File: src/rtl/uart_tx_framer_pkg.sv
// ----------------------------------------------------------------------------
// uart_tx_framer_pkg
//   Shared protocol definitions for the UART/ALU link:
//   - frame type codes carried in the low bits of every header byte
//   - framer FSM state encodings (also exported on the framer debug port)
//   - header construction helper for the default 8-bit byte / 6-bit type code
// ----------------------------------------------------------------------------
package uart_tx_framer_pkg;

  // Frame type codes (low NB_TYPE bits of the header byte)
  localparam logic [5:0] TYPE_DATOA  = 6'b001000;
  localparam logic [5:0] TYPE_DATOB  = 6'b010000;
  localparam logic [5:0] TYPE_OP     = 6'b100000;
  localparam logic [5:0] TYPE_RESULT = 6'b000100;

  // Framer FSM state encodings
  localparam logic [2:0] ST_IDLE     = 3'd0;
  localparam logic [2:0] ST_HDR      = 3'd1;
  localparam logic [2:0] ST_WAIT_HDR = 3'd2;
  localparam logic [2:0] ST_DAT      = 3'd3;
  localparam logic [2:0] ST_WAIT_DAT = 3'd4;
  localparam logic [2:0] ST_CHK      = 3'd5;
  localparam logic [2:0] ST_WAIT_CHK = 3'd6;

  // Header byte for the default 8-bit byte / 6-bit type layout:
  // upper bits zero, type code in the low bits.
  function automatic logic [7:0] make_hdr8(input logic [5:0] i_type);
    return {2'b00, i_type};
  endfunction

endpackage

File: src/rtl/uart_tx_framer_sync_fifo.sv
// ----------------------------------------------------------------------------
// sync_fifo
//   Single-clock FIFO holding ALU results waiting to be framed.
//   Ports:
//     clk      in   system clock
//     i_rst    in   synchronous reset, active high (empties the queue)
//     i_push   in   write request; accepted when not full, or when full and a
//                   pop is accepted in the same cycle
//     i_din    in   write data
//     i_pop    in   read request; accepted when not empty
//     o_dout   out  head-of-queue data (valid while o_empty = 0)
//     o_full   out  queue holds FIFO_DEPTH entries (combinational from count)
//     o_empty  out  queue holds no entries
//   FIFO_DEPTH must be a power of 2 (>= 2) so the pointers wrap naturally.
// ----------------------------------------------------------------------------
module sync_fifo #(
  parameter int NB_DATA    = 8,
  parameter int FIFO_DEPTH = 4
) (
  input  logic               clk,
  input  logic               i_rst,
  input  logic               i_push,
  input  logic [NB_DATA-1:0] i_din,
  input  logic               i_pop,
  output logic [NB_DATA-1:0] o_dout,
  output logic               o_full,
  output logic               o_empty
);

  localparam int NB_PTR = $clog2(FIFO_DEPTH);
  // One extra bit so that a full queue and an empty queue have distinct counts
  localparam int NB_CNT = NB_PTR + 1;

  logic [NB_DATA-1:0] r_mem [FIFO_DEPTH];
  logic [NB_PTR-1:0]  r_wr_ptr;
  logic [NB_PTR-1:0]  r_rd_ptr;
  logic [NB_CNT-1:0]  r_count;

  logic w_pop_ok;
  logic w_push_ok;

  assign o_full    = (r_count == NB_CNT'(FIFO_DEPTH));
  assign o_empty   = (r_count == '0);
  assign o_dout    = r_mem[r_rd_ptr];

  assign w_pop_ok  = i_pop && !o_empty;
  // A pop in the same cycle frees the slot, so a full queue can still take a write
  assign w_push_ok = i_push && (!o_full || w_pop_ok);

  always_ff @(posedge clk) begin
    if (w_push_ok) begin
      r_mem[r_wr_ptr] <= i_din;
    end
  end

  always_ff @(posedge clk) begin
    if (i_rst) begin
      r_wr_ptr <= '0;
      r_rd_ptr <= '0;
      r_count  <= '0;
    end else begin
      // Pointers are NB_PTR bits wide, so incrementing wraps modulo FIFO_DEPTH
      if (w_push_ok) r_wr_ptr <= r_wr_ptr + 1'b1;
      if (w_pop_ok)  r_rd_ptr <= r_rd_ptr + 1'b1;
      case ({w_push_ok, w_pop_ok})
        2'b10:   r_count <= r_count + 1'b1;
        2'b01:   r_count <= r_count - 1'b1;
        default: r_count <= r_count;
      endcase
    end
  end

endmodule

File: src/rtl/uart_tx_framer.sv
// ----------------------------------------------------------------------------
// uart_tx_framer
//   Response path of the UART/ALU link. ALU results are queued and each one is
//   sent to UART_TX as a 3-byte frame: HDR, DAT (= result), CHK (= HDR ^ DAT).
//   Handshake: the framer raises o_tx_start for exactly one cycle with o_data
//   valid; o_data then stays constant until UART_TX answers with a one-cycle
//   i_txDone. Only then may the next o_tx_start be issued.
//   Ports:
//     clk          in   system clock
//     i_rst        in   synchronous reset, active high; aborts any frame
//     i_valid      in   ALU result strobe
//     i_result     in   ALU result, sampled with i_valid
//     i_txDone     in   UART_TX byte-done strobe
//     o_tx_start   out  UART_TX start strobe (single cycle)
//     o_data       out  byte to transmit, held while the byte is in flight
//     o_busy       out  frame in progress or results still queued
//     o_full       out  result queue full
//     o_overflow   out  sticky: a result was dropped on a full queue
//     o_dbg_state  out  current FSM state (uart_tx_framer_pkg ST_* encoding)
// ----------------------------------------------------------------------------
module uart_tx_framer
  import uart_tx_framer_pkg::*;
#(
  parameter int                NB_DATA    = 8,
  parameter int                NB_TYPE    = 6,
  parameter int                FIFO_DEPTH = 4,
  parameter logic [NB_TYPE-1:0] RESP_TYPE = TYPE_RESULT
) (
  input  logic               clk,
  input  logic               i_rst,
  input  logic               i_valid,
  input  logic [NB_DATA-1:0] i_result,
  input  logic               i_txDone,
  output logic               o_tx_start,
  output logic [NB_DATA-1:0] o_data,
  output logic               o_busy,
  output logic               o_full,
  output logic               o_overflow,
  output logic [2:0]         o_dbg_state
);

  localparam logic [NB_DATA-1:0] HDR_BYTE = {{(NB_DATA-NB_TYPE){1'b0}}, RESP_TYPE};

  logic [2:0]         r_state;
  logic [NB_DATA-1:0] r_frame;
  logic [NB_DATA-1:0] r_data;
  logic               r_start;
  logic               r_overflow;

  logic [NB_DATA-1:0] w_fifo_dout;
  logic               w_fifo_full;
  logic               w_fifo_empty;
  logic               w_pop;
  logic               w_drop;

  sync_fifo #(
    .NB_DATA    (NB_DATA),
    .FIFO_DEPTH (FIFO_DEPTH)
  ) u_fifo (
    .clk     (clk),
    .i_rst   (i_rst),
    .i_push  (i_valid),
    .i_din   (i_result),
    .i_pop   (w_pop),
    .o_dout  (w_fifo_dout),
    .o_full  (w_fifo_full),
    .o_empty (w_fifo_empty)
  );

  assign w_pop  = (r_state == ST_IDLE) && !w_fifo_empty;
  assign w_drop = i_valid && w_fifo_full && !w_pop;

  // The byte and its start strobe are registered on the transition INTO
  // HDR/DAT/CHK, so o_tx_start is high for exactly the one cycle spent in
  // those states. This gives the two-cycle i_valid -> first start latency.
  // HDR/DAT/CHK always last one cycle, so i_txDone there has no effect.
  always_ff @(posedge clk) begin
    if (i_rst) begin
      r_state    <= ST_IDLE;
      r_frame    <= '0;
      r_data     <= '0;
      r_start    <= 1'b0;
      r_overflow <= 1'b0;
    end else begin
      r_start <= 1'b0;
      if (w_drop) r_overflow <= 1'b1;
      case (r_state)
        ST_IDLE: begin
          if (w_pop) begin
            r_frame <= w_fifo_dout;
            r_data  <= HDR_BYTE;
            r_start <= 1'b1;
            r_state <= ST_HDR;
          end
        end
        ST_HDR:  r_state <= ST_WAIT_HDR;
        ST_WAIT_HDR: begin
          if (i_txDone) begin
            r_data  <= r_frame;
            r_start <= 1'b1;
            r_state <= ST_DAT;
          end
        end
        ST_DAT:  r_state <= ST_WAIT_DAT;
        ST_WAIT_DAT: begin
          if (i_txDone) begin
            r_data  <= HDR_BYTE ^ r_frame;
            r_start <= 1'b1;
            r_state <= ST_CHK;
          end
        end
        ST_CHK:  r_state <= ST_WAIT_CHK;
        ST_WAIT_CHK: begin
          if (i_txDone) r_state <= ST_IDLE;
        end
        default: r_state <= ST_IDLE;
      endcase
    end
  end

  assign o_tx_start  = r_start;
  assign o_data      = r_data;
  assign o_busy      = (r_state != ST_IDLE) || !w_fifo_empty;
  assign o_full      = w_fifo_full;
  assign o_overflow  = r_overflow;
  assign o_dbg_state = r_state;

endmodule

File: config.mk
export PLATFORM = sky130hd
export DESIGN_NAME = uart_tx_framer
export DESIGN_NICKNAME = d
export VERILOG_FILES = /design/src/rtl/uart_tx_framer_pkg.sv /design/src/rtl/uart_tx_framer_sync_fifo.sv /design/src/rtl/uart_tx_framer.sv
export SDC_FILE = /design/constraint.sdc
export NUM_CORES = 1
export LEC_CHECK = 0
export CAP_MARGIN = 20
export CORE_MARGIN = 3
export CORE_UTILIZATION = 60
export CTS_CLUSTER_SIZE = 40
export DETAILED_ROUTE_END_ITERATION = 8
export PLACE_DENSITY = 0.81
export SETUP_SLACK_MARGIN = 0.15
export SKIP_LAST_GASP = 1
export SLEW_MARGIN = 20
export SYNTH_ARGS = -nofsm -noshare
export SYNTH_HDL_FRONTEND = slang
export SYNTH_SLANG_ARGS = --single-unit
File: constraint.sdc
create_clock -name clk -period 5.3 [get_ports clk]
set_clock_uncertainty 0.15 [all_clocks]
set_input_delay 0.795 -clock clk [delete_from_list [all_inputs] [get_ports clk]]
set_output_delay 0.795 -clock clk [all_outputs]
set_load 0.01 [all_outputs]
; ---- Yosys cells after proc, flatten, opt, wreduce, memory -nomap -nowiden
; Memory sizes are Yosys's and may differ from the RTL's. A register that Yosys moved wholly into a read port is not among the register bits.
; Cells that the tools add are included.
[op_classes]
n_addsub = 4
eq_ne = 13
muxes = 15
bitwise = 1
n_reduce_logical = 19
[op_table]
columns = operator, n
row1 = 8-bit 2-to-1 mux, 3
row2 = 8-bit case mux with 3 select lines, 1
row3 = 3-bit case mux with 7 select lines, 1
row4 = "3-bit == test, second input constant", 4
row5 = 3-bit 2-to-1 mux, 4
row6 = 4-bit AND reduction, 2
row7 = "3-bit by 2-bit == test with 1-bit output, second input constant", 2
row8 = 3-bit zero test, 2
row9 = "2-bit != test, second input constant", 3
row10 = 3-bit case mux with 2 select lines, 1
row11 = 3-bit nonzero test, 2
row12 = 1-bit logical AND, 5
row13 = "2-bit by 1-bit adder with 2-bit output, second input constant", 2
row14 = 1-bit 2-to-1 mux, 4
row15 = "3-bit by 1-bit adder with 3-bit output, second input constant", 1
row16 = "3-bit by 1-bit == test with 1-bit output, second input constant", 1
row17 = 1-bit zero test, 3
row18 = "3-bit by 1-bit subtractor with 3-bit output, second input constant", 1
row19 = "2-bit by 1-bit == test with 1-bit output, second input constant", 1
row20 = "2-bit == test, second input constant", 1
row21 = 1-bit logical OR, 2
row22 = "2-bit by 1-bit != test with 1-bit output, second input constant", 1
row23 = 1-bit case mux with 2 select lines, 1
row24 = 2-bit AND reduction, 1
row25 = 3 further kinds, 3
[word_totals]
reg_bits = 20
ram_bits = 32
inputBits = 12
out_inout_bits = 15
elab_cells = 60
memories = 1
[mem_list]
columns = memory, depth, word_bits, rd, rd_clocked_by_memory_dff, wr, line_no
row1 = u_fifo.r_mem, 4, 8, 1, 1, 1, uart_tx_framer_sync_fifo.sv:34  ; logic [NB_DATA-1:0] r_mem [FIFO_DEPTH];

; ---- Longest topological paths before layout
[depth]
ltp_word = 8
depth_mapped = 10
ltp_nobuf = 8

; ---- Cells and area by module
; Synthesis repeated with hierarchy kept, for this count alone.
[hier_totals]
hier_cells = 202
hier_area_um2 = 2646.3
[modules_own_cells]
columns = mod, n_inst, cells_each, area_each_um2, seq_area_each_um2
row1 = sync_fifo, 1, 109, 1737.9, 1141.1
row2 = uart_tx_framer, 1, 93, 908.4, 420.4

; ---- Least setup slack after synthesis
; No wires, ideal clock.
[synth_path]
kind = register -> register
start = reg r_state[2] (netlist: o_dbg_state[2])
end = reg u_fifo.r_count[2]
setup_time_ns = 0.132
t_arrival_ns = 2.135
required_time_ns = 5.018
slack_ns = 2.883
stages_incl_launch_ff = 11
n_path_buf = 2
period_less_slack_ns = 2.417
cell_sequence = dfxtp_1 -> buf_6 -> or3_4 -> buf_6 -> nor2_4 -> nand2_1 -> fa_1 -> nor2b_1 -> nand2_1 -> a32oi_1 -> a21oi_1
[synth_via]
elab_chain_len = 7
elab_cells_between_ends = 9
cone_classes = eq/ne (2) / mux (1) / reduce/logical (6)
[synth_rtl]
columns = element, line_no
row1 = start: declaration, uart_tx_framer.sv:44  ; logic [2:0] r_state;
row2 = start signal: assignment, uart_tx_framer.sv:79  ; r_state <= ST_IDLE;
row3 = start signal: assignment, uart_tx_framer.sv:93  ; r_state <= ST_HDR;
row4 = start signal: assignment, uart_tx_framer.sv:96  ; ST_HDR: r_state <= ST_WAIT_HDR;
row5 = 3-bit zero test *, uart_tx_framer.sv:70  ; assign w_pop = (r_state == ST_IDLE) && !w_fifo_empty;
row6 = 1-bit logical AND *, uart_tx_framer.sv:70
row7 = 1-bit logical AND *, uart_tx_framer_sync_fifo.sv:46  ; assign w_pop_ok = i_pop && !o_empty;
row8 = 1-bit logical OR, uart_tx_framer_sync_fifo.sv:48  ; assign w_push_ok = i_push && (!o_full || w_pop_ok);
row9 = 1-bit logical AND, uart_tx_framer_sync_fifo.sv:48
row10 = 2-bit by 1-bit == test with 1-bit output / 2-bit == test (equally long branches), uart_tx_framer_sync_fifo.sv:65  ; case ({w_push_ok, w_pop_ok})
row11 = 3-bit case mux with 2 select lines / 2-bit nonzero test (equally long branches), --
row12 = end signal: assignment, uart_tx_framer_sync_fifo.sv:66  ; 2'b10: r_count <= r_count + 1'b1;
row13 = end signal: assignment, uart_tx_framer_sync_fifo.sv:67  ; 2'b01: r_count <= r_count - 1'b1;
row14 = end signal: assignment, uart_tx_framer_sync_fifo.sv:68  ; default: r_count <= r_count;
row15 = end: declaration, uart_tx_framer_sync_fifo.sv:37  ; logic [NB_CNT-1:0] r_count;
; Every way passes the cells marked *; elsewhere a longest branch is shown, timed or not.
; A chain may end at the register's enable or synchronous reset.

; ---- Final worst setup path
[layout_path]
start = reg r_state[2] (netlist: o_dbg_state[2])
end = out o_busy
[layout_via]
elab_chain_len = 2
[layout_rtl]
columns = element, line_no
row1 = 3-bit nonzero test, uart_tx_framer.sv:123  ; assign o_busy = (r_state != ST_IDLE) || !w_fifo_empty;
row2 = 1-bit logical OR, uart_tx_framer.sv:123
row3 = end: declaration, uart_tx_framer.sv:36  ; output logic o_busy,
; Every way passes these cells.

==> impl_metrics.csv <==
group,metric,value,unit
cts,clk_pin_slew,0.07,ns
floorplan,num_rows,23,
cells_and_area,nets,247,
critical_path,critPathLaunchType,"flop",
critical_path,worstPathMaxFanout,11,
synth,synth-main-ff-cell,"edfxtp_1",
synth,async_flop_share,0,%
synth,synth_top_family_by_area,"simple AND/OR/NAND/NOR gates",
cells_and_area,final_common_cell,"edfxtp_1",
routing,first_iter_violations,141,
critical_path,cp-end-kind,"output pin",
critical_path,path_cells,"nor3_2 -> nand2_1 -> clkdlybuf4s50_1",
sta,tightest_slew,0.972,ns
sta,finalMaxSlewViolations,0,
routing,vias,1656,
synth,synth_compound_area_share,8.51,%
cells_and_area,antenna_cells,0,
synth,synth_simple_gate_area_share,16.6,%
floorplan,die_w,71.3,um
synth,ys_ff_latch,60,
cells_and_area,final_cell_mix,"edfxtp_1 (32), dfxtp_1 (28), clkdlybuf4s50_1 (26)",
synth,synth_area,2560,um^2
floorplan,initial_core_util,63.1,%
cts,cts_tree,"yes",
grt,grt_max_degree,33,
hold_path,worst_hold_path_type,"reg -> reg",
cts,insertion_delay,0.33,ns
floorplan,fp.dieH,71.3,um
placement,port-buffer-count,26,
grt,grt_pass1_vias,1655,
cts,clockBufferDepth,2,
cts,post-cts-setup-buffers,0,
grt,track_usage,20.0,%
floorplan,pin_count,27,
pwr,p_clk_share,22.8,%
synth,syn_nets,221,
critical_path,path_delay_family,"simple AND/OR/NAND/NOR gates",
synth,syn_avg_cell_area,12.5,um^2
sta,rsz0062_at_grt,"no",
placement,gp_congestion,0.835,
critical_path,worstPathRequired,4.36,ns
pwr,power_density,503,nW/um^2
pwr,ir_drop,0.309,mV
grt,antenna_found_initial,0,
sta,period_needed,2.85,ns
synth,synth-xor-area-share,1.71,%
cts,htree_levels,3,
placement,dpl.hpwl,3.18,mm
pwr,pwr-share-comb,33.4,%
cells_and_area,design_area,2980,um^2
floorplan,die_area,5080,um^2
routing,wl_per_cell,16.0,um
critical_path,worst-setup-path-type,"reg -> out",
routing,drc_errors,0,
routing,via_per_inst,5.81,
sta,slew_headroom,35.0,%
synth,synth_mux_area_share,7.43,%
cells_and_area,multi_input_area,947,um^2
sta,hold_viol,0,
pwr,p_sw_share,36.0,%
cts,ctsResizeCount,0,
cells_and_area,layout-drive-gt1-share,15.7,%
cells_and_area,fill_cells,266,
pwr,seq_power_share,43.8,%
routing,ant_nets,0,
run,drv_cap,0,
cells_and_area,area_growth,16.5,%
routing,first_pass_iters,4,
sta,fin_tns_setup,0,ns
cts,cts_made_buffers,9,
routing,drt-total-wl,4.57,mm
cts,cts_sinks,60,
sta,period_share,53.8,%
synth,synth_edf_count,32,
synth,syn-instance-count,204,
grt,grt-ovfl-total,0,
synth,synth_adder_area_share,2.74,%
pwr,p_leak,0.980,nW
critical_path,critPathBufInv,1,
synth,yosys_warnings,0,
pwr,p_int,961,uW
placement,place_area,2810,um^2
pwr,switching_power,540,uW
sta,fmax,0.350,GHz
critical_path,arrival,1.91,ns
synth,ys_types,45,
sta,setup_violations,0,
critical_path,cpPeakStageDelay,0.55,ns
cts,ctsHoldBuffers,0,
cts,cts-root-buf,"clkbuf_8",
synth,seq_area_frac_synth,59.5,%
grt,grt_pass1_wl,7.76,mm
cells_and_area,ff_latch_area,1520,um^2
critical_path,crit_slowest_cell,"nor3_2",
status,status,"finished, final reports clean",
floorplan,coreArea,4060,um^2
kinds of logic (layout without fill, tap and decap cells):
| family | after synthesis | after routing |
|---|---|---|
| and+or+nand+nor | 75 | 75 |
| DFF | 60 | 60 |
| AOI/OAI and AO/OA | 33 | 33 |
| buffers and inverters | 17 | 48 |
| muxes | 9 | 9 |
| adders and majority gates | 5 | 5 |
| xor gates and xnor gates | 5 | 5 |
metrics by stage:
step / hold slack [ns] / power (mW) / utilization [%] / instances / setup slack (ns)
6_report: 0.313 / 1.50 / 73.5 / 285 / 2.45
3_3_place_gp: 0.304 / 1.14 / 69.3 / 269 / 2.40
2_1_floorplan: 0.287 / 1.04 / - / 204 / 2.88
5_1_grt: 0.337 / 1.61 / 73.5 / 285 / 2.38
3_5_place_dp: 0.303 / 1.17 / 69.3 / 269 / 2.28
4_1_cts: 0.314 / 1.51 / 73.5 / 285 / 2.43
state kept, by name, indices dropped and copies added, names as in the netlist:
| register | cells |
|---|---|
| u_fifo.r_wr_ptr | 2 |
| o_dbg_state | 3 |
| u_fifo.r_rd_ptr | 2 |
| r_frame | 8 |
| u_fifo.r_mem | 32 |
| o_data | 8 |
| o_overflow | 1 |
| u_fifo.r_count | 3 |
| o_tx_start | 1 |
power groups by stage:
stage	clock, mW	combinational, mW	sequential, mW
finish	0.342	0.501	0.658
floorplan	0	0.412	0.630
detailed placement	0	0.502	0.668
global route	0.370	0.562	0.674
global placement	0	0.481	0.660
CTS	0.350	0.504	0.658
worst min-delay path, stage by stage, from the launching register on:
cell     delay [ns]
dfxtp_1        0.31
nand2_1        0.05
a21oi_1        0.05
synth_stat cells (2+ instances only):
| cell type | instances | area share (%) |
|---|---|---|
| edfxtp_1 | 32 | 38 |
| dfxtp_1 | 28 | 22 |
| nand2_1 | 21 | 3.1 |
| a21oi_1 | 13 | 2.5 |
| nand2b_1 | 11 | 2.7 |
| mux4_2 | 8 | 7.0 |
| nor2_1 | 8 | 1.2 |
| o21ai_0 | 8 | 1.6 |
| nand4_1 | 7 | 1.7 |
| nor3_1 | 6 | 1.2 |
| inv_1 | 5 | 0.73 |
| nand3_1 | 5 | 0.98 |
| and2_2 | 4 | 1.2 |
| clkbuf_1 | 4 | 0.59 |
| ha_1 | 4 | 2.0 |
| xnor2_1 | 4 | 1.4 |
| buf_2 | 3 | 0.59 |
| buf_6 | 3 | 1.3 |
| a31oi_1 | 2 | 0.49 |
| nor2b_1 | 2 | 0.49 |
| o21ai_1 | 2 | 0.39 |
final timing paths:
kind                                    start                             end  slack, ns  cells past startpoint
setup reg to reg  o_dbg_state[2]$_SDFFE_PP0P_  u_fifo.r_count[1]$_SDFFE_PP0P_       2.67                      7
hold / removal        r_frame[7]$_SDFFE_PP0P_         r_frame[7]$_SDFFE_PP0P_       0.31                      2
hold reg to reg       r_frame[7]$_SDFFE_PP0P_         r_frame[7]$_SDFFE_PP0P_       0.31                      2
setup / recovery  o_dbg_state[2]$_SDFFE_PP0P_                          o_busy       2.45                      3
routing by layer:
layer  global-route usage [%]  share of wire (%)  up-vias
li1                         -                  -      799
met1                     24.1                 39      785
met2                     33.5                 52       60
met3                     4.91                6.3       12
met4                     10.2                2.9        0
met5                        0                  0        -
layout make-up:
class                   count  share of cell area, %
clock inverters             7                   1.47
repair buffers             26                   8.73
flip-flops and latches     60                   51.0
well taps                  50                   2.10
inverters                   6                  0.755
clock buffers               9                   4.15
multi-input cells         127                   31.8
No activity file was read; power rests on OpenSTA's default activity.
